$ cat config.mk
export PLATFORM = sky130hd
export DESIGN_NAME = fetch_ifid
export DESIGN_NICKNAME = d
export VERILOG_FILES = /design/src/rtl/fetch_ifid.sv
export SDC_FILE = /design/constraint.sdc
export NUM_CORES = 1
export LEC_CHECK = 0
export ABC_AREA = 1
export ABC_CLOCK_PERIOD_IN_PS = 1800
export CAP_MARGIN = 10
export CORE_MARGIN = 2
export CORE_UTILIZATION = 48
export DETAILED_ROUTE_END_ITERATION = 6
export GPL_ROUTABILITY_DRIVEN = 0
export PLACE_DENSITY = 0.82
export SLEW_MARGIN = 20
export SYNTH_ARGS = -nofsm -noshare
export SYNTH_HDL_FRONTEND = slang
export SYNTH_SLANG_ARGS = --single-unit
export TNS_END_PERCENT = 100
$ cat constraint.sdc
create_clock -name clk -period 1.8 [get_ports clk]
set_input_delay 0.27 -clock clk [delete_from_list [all_inputs] [get_ports clk]]
set_output_delay 0.27 -clock clk [all_outputs]
set_load 0.1 [all_outputs]
$ cat src/rtl/fetch_ifid.sv
// Fetch stage PC register plus the IF/ID pipeline register, with stall,
// flush, taken-branch redirect and a saturating count of inserted bubbles.
module fetch_ifid #(
    parameter int N = 64
) (
    input  logic         clk,
    input  logic         reset,
    input  logic         StallF,
    input  logic         FlushD,
    input  logic         PCSrc,
    input  logic [N-1:0] PCBranch,
    output logic [N-1:0] imem_addr,
    input  logic [31:0]  imem_data,
    input  logic         imem_ready,
    output logic [31:0]  instr_D,
    output logic [N-1:0] pc_D,
    output logic         valid_D,
    output logic [10:0]  op_D,
    output logic [31:0]  bubble_cnt
);

    localparam logic [N-1:0] PC_STEP = N'(4);

    logic [N-1:0] r_pc;
    logic [31:0]  r_instr;
    logic [N-1:0] r_pc_d;
    logic         r_valid;
    logic [31:0]  r_bubble_cnt;

    logic [N-1:0] w_pc_plus4;
    logic [N-1:0] w_branch_pc;
    logic         w_bubble;

    // A stall freezes everything, so a redirect is the only way a stalled
    // edge can still load a bubble.
    always_comb begin
        w_pc_plus4  = r_pc + PC_STEP;
        w_branch_pc = {PCBranch[N-1:2], 2'b00};
        w_bubble    = PCSrc | (~StallF & (FlushD | ~imem_ready));
    end

    always_ff @(posedge clk) begin
        if (!reset) begin
            r_pc    <= '0;
            r_instr <= '0;
            r_pc_d  <= '0;
            r_valid <= 1'b0;
        end else if (PCSrc) begin
            r_pc    <= w_branch_pc;
            r_instr <= '0;
            r_pc_d  <= '0;
            r_valid <= 1'b0;
        end else if (StallF) begin
            r_pc    <= r_pc;
            r_instr <= r_instr;
            r_pc_d  <= r_pc_d;
            r_valid <= r_valid;
        end else if (FlushD || !imem_ready) begin
            // A flushed fetch still advances when memory answered this cycle.
            if (imem_ready) begin
                r_pc <= w_pc_plus4;
            end
            r_instr <= '0;
            r_pc_d  <= '0;
            r_valid <= 1'b0;
        end else begin
            r_pc    <= w_pc_plus4;
            r_instr <= imem_data;
            r_pc_d  <= r_pc;
            r_valid <= 1'b1;
        end
    end

    always_ff @(posedge clk) begin
        if (!reset) begin
            r_bubble_cnt <= '0;
        end else if (w_bubble && (r_bubble_cnt != 32'hFFFF_FFFF)) begin
            r_bubble_cnt <= r_bubble_cnt + 32'd1;
        end
    end

    assign imem_addr  = r_pc;
    assign instr_D    = r_instr;
    assign pc_D       = r_pc_d;
    assign valid_D    = r_valid;
    assign op_D       = r_instr[31:21];
    assign bubble_cnt = r_bubble_cnt;

endmodule

==> impl_metrics.tcl, run 1 <==
set metrics [dict create \
    worstHoldPathType "in -> reg" \
    detail_route.wirelength_um 37100 \
    seqPwrFrac 0.414 \
    coreArea_mm2 0.0203 \
    first_pass_iters 7 \
    synthArstFlopShare 0 \
    vias_per_cell 5.53 \
    combinationalPowerShare 0.211 \
    synth_warnings 0 \
    cts_tree "yes" \
    synthTopCellsByArea "dfxtp_1 38%, nand2_1 21%, a21oi_1 8.1%" \
    drt_drc_violations_left 17 \
    fin_setup_tns_ns -0.0965 \
    setup_slack_ns -0.0699 \
    p_leak_nw 5.89 \
    ios 306 \
    outcome "finished with violations" \
    ys_seq_elements 189 \
    vias 12100 \
    p_clk_frac 0.375 \
    timing.fmax_mhz 535 \
    routedWlPerCell_um 17.0 \
    drive_above_1_share 0.256 \
    num-fill-cells 1502 \
    synthesis.area_mm2 0.00997 \
    clk_pin_slew_ns 0.08 \
    h-tree-depth 4 \
    root_buffer "clkbuf_16" \
    place_inst 2140 \
    dp_hpwl_um 27100 \
    io_buffers 299 \
    peakVddDrop_mv 0.729 \
    drtIter0Drc 1208 \
    regArea_mm2 0.00400 \
    multi_input_area_mm2 0.00547 \
    cts-buffers-inserted 17 \
    total_power_mw 10.8 \
    grtUsageTotal 0.325 \
    grt_max_degree 97 \
    p_int_mw 7.28 \
    placed_area_mm2 0.0143 \
    rsz0062_at_grt "true" \
    hold_viol 0 \
    grt_pass1_vias 11400 \
    die_width_um 148 \
    setup_viol 2 \
    synth-edff-count 0 \
    fin_crit_sh 1.04 \
    worst_setup_path_start_kind "flop" \
    clock-sinks 189 \
    fin_skew_ns 0.00991 \
    row_count 52 \
    hold_buffers 0 \
    antenna_found_initial 1 \
    switching_power_mw 3.49 \
    syn_area_per_cell_um2 6.32 \
    end_kind "flop" \
    worstPathArrival_ns 2.24 \
    swShare 0.324 \
    worstPathRequired_ns 2.17 \
    final_cell_area_mm2 0.0153 \
    syn_inst 1578 \
    power_density_mw_per_mm2 704 \
    synth_top_cell_by_area "dfxtp_1" \
    ys.flop_type "dfxtp_1" \
    path_max_fanout 6 \
    detail-route-antenna-nets 0 \
    chipHeight_um 148 \
    yosys.cell_types.count 39 \
    critPathKind "reg -> reg" \
    netlist.area_leader.share 0.379 \
    clock_path_buffers 2 \
    slew_violations 0 \
    grt_pass1_wl_um 57600 \
    violations "design-rule violations, negative setup slack" \
    grt-ovfl-total 0 \
    maxCapViolCount 0 \
    nets 2006 \
    seq_area_frac_synth 0.379 \
    period_needed_ns 1.87 \
    die_area_mm2 0.0219 \
    start_util 0.491 \
    areaGrowthSynthToFinish_pct 53.3 \
    stdcell_count 2186 \
    clk_latency_ns 0.44 \
]
[kinds of logic (layout without fill, tap and decap cells)]
kind of cell | count (synthesis) | after routing | synth area share
compound gates | 253 | 253 | 0.133
xor+xnor | 28 | 28 | 0.0246
fa+ha+maj | 2 | 2 | 0.00251
other cells | 1 | 5 | 0.000376
simple gates | 891 | 891 | 0.368
flops | 189 | 189 | 0.379
buf+inv | 214 | 548 | 0.0925
[final cells by class]
class / count / share of cell area
Tap cell: 270 / 0.0221
Timing Repair Buffer: 384 / 0.285
Clock buffer: 20 / 0.0320
Clock inverter: 12 / 0.00892
Inverter: 132 / 0.0329
Multi-Input combinational cell: 1178 / 0.358
Antenna cell: 1 / 0.000164
Sequential cell: 189 / 0.262
[layer usage]
metal | vias up | global-route usage | routed length [um]
met2 | 757 | 0.533 | 17500
li1 | 5659 | - | -
met3 | 192 | 0.0791 | 3760
met1 | 5472 | 0.401 | 13700
met5 | - | 0 | 0
met4 | 0 | 0.157 | 2180
[worst max-delay path, cell delays in order (launching register included)]
cell     delay (ns)
dfxtp_4        0.40
nand2_1        0.15
nor2_2         0.21
nand2_2        0.14
nor3_2         0.34
buf_4          0.21
nand3_1        0.09
nand2_1        0.08
nand3_1        0.06
a21oi_1        0.12
[metrics by stage]
step	hold WS (ns)	setup slack, ns	util
final	0.357	-0.0699	0.753
after global routing	0.353	-0.0839	0.753
after CTS	0.334	-0.0167	0.739
after detailed placement	0.456	-0.120	0.707
after global placement	0.453	-0.0592	0.707
after floorplan	0.398	-0.0150	-
[final timing paths]
check	startpoint	to	slack, ns	depth (start not counted)
setup / recovery	imem_addr[6]	imem_addr[52]	-0.07	9
hold / removal	PCSrc	imem_addr[18]	0.36	4
setup reg to reg	imem_addr[6]	imem_addr[52]	-0.07	9
hold reg to reg	pc_D[6]	pc_D[6]	0.47	2
[layout by cell type (no fill, tap or decap), types with 4 or more instances in the layout]
cell type,instances
nand3_1,76
nand2_1,559
a31oi_1,21
o21ai_0,52
xor2_1,19
nor3_2,5
dfxtp_1,96
nor3_1,21
dfxtp_4,41
clkbuf_16,22
xnor2_1,9
dfxtp_2,52
buf_4,188
o21ai_1,7
nand3b_1,5
nor2_1,148
a21oi_1,162
nand4_1,18
clkdlybuf4s50_1,97
nor2_4,8
nand2_2,10
inv_6,6
inv_1,119
buf_12,93
conb_1,4
nor2_2,23
inv_2,12
[sequential cells by signal, summed over array words and instances (netlist names)]
name and flops:
pc_D 62, bubble_cnt 32, valid_D 1, imem_addr 62
instr_D 32
[Yosys cell counts (3+ instances only)]
master    count
xnor2_1       9
xor2_1       19
inv_2        11
or2_2         3
nand4_1      18
buf_4        26
dfxtp_1     189
nor2_1      169
clkbuf_1     37
inv_1       121
a21oi_1     162
nand2_2       5
a31oi_1      21
nand3_1      80
nor2_2        8
buf_1         7
o21ai_1       5
nand3b_1      5
nand2_1     567
a21oi_2       3
buf_2        11
nor3_2        5
nor3_1       22
o21ai_0      54
[power by group through the flow]
stage / Sequential [mW] / Clock, mW / Combinational (mW)
detailed placement: 4.55 / 0 / 2.20
finish: 4.46 / 4.04 / 2.27
floorplan: 5.26 / 0 / 0.538
global route: 4.48 / 4.23 / 2.37
global placement: 4.55 / 0 / 2.18
CTS: 4.46 / 4.07 / 2.21
[timing repair]
action	4_1_cts	5_1_grt
resized for setup	2	50
pin swaps	1	8
gates cloned	0	3
setup endpoints to repair	26	70
buffers inserted	2	8
(Power assumes the default switching activity.)
==> run 2: changes to the inputs <==
--- a/constraint.sdc
+++ b/constraint.sdc
@@ -3,2 +3,2 @@
 set_output_delay 0.27 -clock clk [all_outputs]
-set_load 0.1 [all_outputs]
+set_load 0.05 [all_outputs]
==> run 2 against run 1 <==
Net effect: the flow now finishes without violations; register-to-register slack better by 0.14 ns; die area unchanged; clock-buffer cell count down 2; flip-flop and latch count unchanged; cell area down 6.0%; sequential share of layout area up 0.66 points; critical path type unchanged.
==> impl_metrics.tcl, run 2 (synthesized netlist as in run 1, its figures left out) <==
set metrics [dict create \
    final_cell_mix "557 x nand2_1, 220 x buf_4, 162 x a21oi_1, 148 x nor2_1, 140 x dfxtp_1" \
    outcome "finished clean" \
    routedWlPerCell_um 16.3 \
    end_kind "flop" \
    timing.fmax_mhz 576 \
    antenna_found_initial 2 \
    nets 2036 \
    critPathTopFamily "simple AND/OR/NAND/NOR gates" \
    peakVddDrop_mv 0.657 \
    setup_slack_ns 0.0651 \
    cpPeakStageDelay_ns 0.42 \
    worstHoldPathType "in -> reg" \
    p_leak_nw 5.99 \
    seqPwrFrac 0.446 \
    start_util 0.491 \
    swShare 0.310 \
    path_max_fanout 5 \
    first_pass_iters 6 \
    grtUsageTotal 0.317 \
    hold_buffers 0 \
    final_util 0.708 \
    p_clk_frac 0.392 \
    vias_per_cell 5.38 \
    num-fill-cells 1743 \
    coreArea_mm2 0.0203 \
    die_width_um 148 \
    cts_tree "yes" \
    multi_input_area_mm2 0.00551 \
    vias 11900 \
    drive_above_1_share 0.203 \
    combinationalPowerShare 0.163 \
    clk_latency_ns 0.45 \
    rsz0062_at_grt "true" \
    chipHeight_um 148 \
    dp_hpwl_um 26500 \
    grt_pass1_vias 11400 \
    hold_viol 0 \
    path_common_cell "nand2_1" \
    worstMarginPinSlew_ns 0.604 \
    io_buffers 299 \
    root_buffer "clkbuf_16" \
    final_common_cell "nand2_1" \
    ios 306 \
    crit_slowest_cell "dfxtp_1" \
    areaGrowthSynthToFinish_pct 44.1 \
    reg2reg_depth 11 \
    regArea_mm2 0.00386 \
    max_slew_margin 0.597 \
    fin_setup_tns_ns 0 \
    h-tree-depth 4 \
    period_needed_ns 1.73 \
    worst_setup_path_start_kind "flop" \
    grt_pass1_wl_um 56400 \
    drt_drc_violations_left 0 \
    crit_chain "nand2_1 -> nor2_2 -> nand2_2 -> nor2_4 -> nand2_4 -> nor2_4 -> nand2_1 -> nand2_1 -> nand3_1 -> nand2_1 -> inv_1" \
    slew_violations 0 \
    critPathKind "reg -> reg" \
    clock-sinks 189 \
    cts-buffers-inserted 17 \
    clock_path_buffers 2 \
    setup_viol 0 \
    row_count 52 \
    fin_crit_sh 0.964 \
    die_area_mm2 0.0219 \
    maxCapViolCount 0 \
    detail_route.wirelength_um 36200 \
    hold_path_depth 3 \
    crit_buf_inv 1 \
    hold-worst-slack_ns 0.132 \
    worstSetupPathDepth 11 \
    clk_pin_slew_ns 0.08 \
    worstPathArrival_ns 2.09 \
    p_int_mw 6.85 \
    drtIter0Drc 1248 \
    switching_power_mw 3.08 \
    grt-ovfl-total 0 \
    fin_skew_ns 0.0189 \
    power_density_mw_per_mm2 691 \
    dp_slack_ns -0.126 \
    grt_max_degree 63 \
    worstPathRequired_ns 2.16 \
    total_power_mw 9.93 \
    detail-route-antenna-nets 0 \
]
## run 2: cell count changes in the layout (fill, tap and decap cells not counted), sizes merged
cell,delta
clkinv,+3
clkinvlp,+2
bufinv,-1
clkbuf,-5
inv,-2
buf,-53
dlygate4sd2,+86
diode,+1
## run 2: repair_timing
item                                    4_1_cts  5_1_grt
pin swaps                                     1       11
cloned                                        0        0
setup buffers                                 3        3
endpoints found under the setup margin      123       76
resized for setup                            94       69
## run 2: metrics by stage
step,area (um2),cells
after floorplan,10000,1581
after global placement,13600,2177
after detailed placement,13600,2177
after CTS,14100,2212
after global routing,14400,2217
final,14400,2217
## run 2: area by class of cell
cell class                 count  area share
antenna                        2    0.000348
tap                          270      0.0235
clock buffer                  18      0.0313
timing repair buffer         414       0.247
clock inverter                14      0.0111
sequential                   189       0.268
multi-input combinational   1178       0.383
inverter                     132      0.0350
## run 2: path summary, 6_finish.rpt
kind | start | endpoint | slack, ns
setup reg to reg | imem_addr[15] | imem_addr[54] | 0.07
hold reg to reg | pc_D[25] | pc_D[25] | 0.46
setup / recovery | imem_addr[15] | imem_addr[54] | 0.07
hold / removal | PCSrc | imem_addr[3] | 0.13
## run 2: power by group through the flow
stage	clock, mW	sequential (mW)	combinational, mW
6_report	3.89	4.42	1.62
3_5_place_dp	0	4.51	1.60
4_1_cts	3.94	4.41	1.60
3_3_place_gp	0	4.51	1.58
2_1_floorplan	0	4.88	0.505
5_1_grt	4.08	4.44	1.72
## run 2: worst min-delay path, cell delays in order
cell	delay, ns
buf_2	0.14
nand2_1	0.06
a31oi_1	0.07
## run 2: per-layer routing
layer	track usage	up-vias	share of wire
met2	0.534	627	0.48
met1	0.381	5433	0.38
li1	-	5731	-
met3	0.0788	131	0.095
met5	0	-	0
met4	0.150	0	0.046
==> run 3: changes to the inputs <==
- PLACE_DENSITY: 0.82 -> 0.85
==> run 3 against run 2 <==
Net effect: the run now ends with negative setup slack left; maximum frequency decreased by 3.8%; die area is the same; global-route usage rose by 0.58 points; combinational power about the same; register-to-register slack got worse by 0.07 ns; cell area increased by 1.3%; first-iteration DRC count shrank 3.8%; critical path type unchanged; critical endpoint is now imem_addr[27]; largest cell class unchanged.
==> impl_metrics.tcl, run 3 (synthesized netlist as in run 1, its figures left out) <==
set metrics [dict create \
    vias 12100 \
    grt-ovfl-total 0 \
    row_count 52 \
    nets 2048 \
    stdcell_count 2227 \
    p_leak_nw 6.09 \
    ios 306 \
    worstHoldStart "StallF" \
    hold_viol 0 \
    first_pass_iters 6 \
    routedWlPerCell_um 16.8 \
    end_kind "flop" \
    detail_route.wirelength_um 37300 \
    hold_path_depth 3 \
    fin_crit_sh 1.00 \
    final_cell_mix "556 x nand2_1, 218 x buf_4, 161 x a21oi_1, 143 x nor2_1, 141 x dfxtp_1" \
    worstHoldPathType "in -> reg" \
    crit_start "imem_addr[21]" \
    drt_drc_violations_left 0 \
    chipHeight_um 148 \
    peakVddDrop_mv 0.721 \
    grtUsageTotal 0.323 \
    clock_path_buffers 2 \
    setup_slack_ns -0.00391 \
    rr_endpoint "imem_addr[27]" \
    die_width_um 148 \
    holdPathEnd "pc_D[7]" \
    clock-sinks 189 \
    cts-buffers-inserted 17 \
    r2r_slack_ns -0.004 \
    vias_per_cell 5.45 \
    dp_slack_ns -0.161 \
    place_inst 2188 \
    timing.fmax_mhz 554 \
    antenna-diode-count 0 \
    rsz0062_at_grt "true" \
    final_common_cell "nand2_1" \
    io_buffers 299 \
    clk_pin_slew_ns 0.08 \
    violations "negative setup slack" \
    slew_violations 0 \
    cts_tree "yes" \
    worstMarginPinSlew_ns 0.517 \
    root_buffer "clkbuf_16" \
    antenna_found_initial 0 \
    detail-route-antenna-nets 0 \
    coreArea_mm2 0.0203 \
    reg2reg_depth 9 \
    dp_hpwl_um 27000 \
    grt_max_degree 87 \
    maxCapViolCount 0 \
    drtIter0Drc 1201 \
    critPathKind "reg -> reg" \
    setup_viol 1 \
    fin_skew_ns 0.0106 \
    h-tree-depth 4 \
    max_slew_margin 0.657 \
    period_needed_ns 1.80 \
    clk_latency_ns 0.44 \
    drive_above_1_share 0.202 \
    grt_pass1_wl_um 57100 \
    total_power_mw 10.2 \
    worstPathRequired_ns 2.10 \
    worstPathArrival_ns 2.11 \
    path_max_fanout 5 \
    start_util 0.491 \
    worst_setup_path_start_kind "flop" \
    hold-worst-slack_ns 0.207 \
    power_density_mw_per_mm2 699 \
    reg2reg_from "imem_addr[21]" \
    grt_pass1_vias 11200 \
    fin_setup_tns_ns -0.00391 \
    die_area_mm2 0.0219 \
    areaGrowthSynthToFinish_pct 46.0 \
    outcome "finished with violations" \
]
## run 3: cell count changes in the layout (fill, tap and decap cells not counted), sizes merged
cell         delta
diode           -2
clkinvlp        -2
dlygate4sd2    +13
buf             -3
bufinv          +2
clkbuf          +3
clkinv          -1
## run 3: worst max path at each step
stage,end,slack (ns),cells past startpoint
after global routing,imem_addr[27],-0.09,9
after floorplan,imem_addr[54],0.002,11
after global placement,instr_D[15],-0.08,8
after detailed placement,instr_D[17],-0.16,8
final,imem_addr[27],-0.004,9
after CTS,imem_addr[44],0.00004,11
## run 3: timing repair
item | CTS | global route
endpoints found under the hold margin | 0 | 0
buffers inserted | 0 | 5
hold buffers | 0 | 0
setup endpoints to repair | 124 | 65
resized for setup | 110 | 67
pin swaps | 1 | 3
cloned | 0 | 2
## run 3: cell type report
| cell class | instances | area (um2) |
|---|---|---|
| flip-flops and latches | 189 | 3860 |
| multi-input cells | 1178 | 5510 |
| clock inverters | 13 | 173 |
| well taps | 270 | 338 |
| inverters | 132 | 503 |
| clock buffers | 19 | 464 |
| fillers | 1681 | 5740 |
| repair buffers | 426 | 3710 |
## run 3: power breakdown
| group | switching, mW | internal, mW |
|---|---|---|
| clock network | 1.87 | 2.23 |
| registers | 0.135 | 4.29 |
| logic | 1.02 | 0.629 |
## run 3: critical path: stages (launching register included)
cell     delay [ns]
dfxtp_1        0.46
nand2_1        0.13
nor2_1         0.17
nand2_1        0.17
nor2_1         0.18
nand2_2        0.15
inv_2          0.15
nand2_1        0.06
nand3_1        0.09
a31oi_1        0.12
## run 3: stage by stage
stage / instance area [um2] / util
2_1_floorplan: 10000 / -
3_3_place_gp: 13700 / 0.676
3_5_place_dp: 13700 / 0.676
4_1_cts: 14300 / 0.703
5_1_grt: 14600 / 0.717
6_report: 14600 / 0.717
## run 3: per-layer routing
layer / vias up / track usage / routed length [um]
li1: 5745 / - / -
met1: 5545 / 0.406 / 14500
met2: 709 / 0.534 / 17400
met3: 145 / 0.0779 / 3910
met4: 0 / 0.131 / 1540
met5: - / 0 / 0
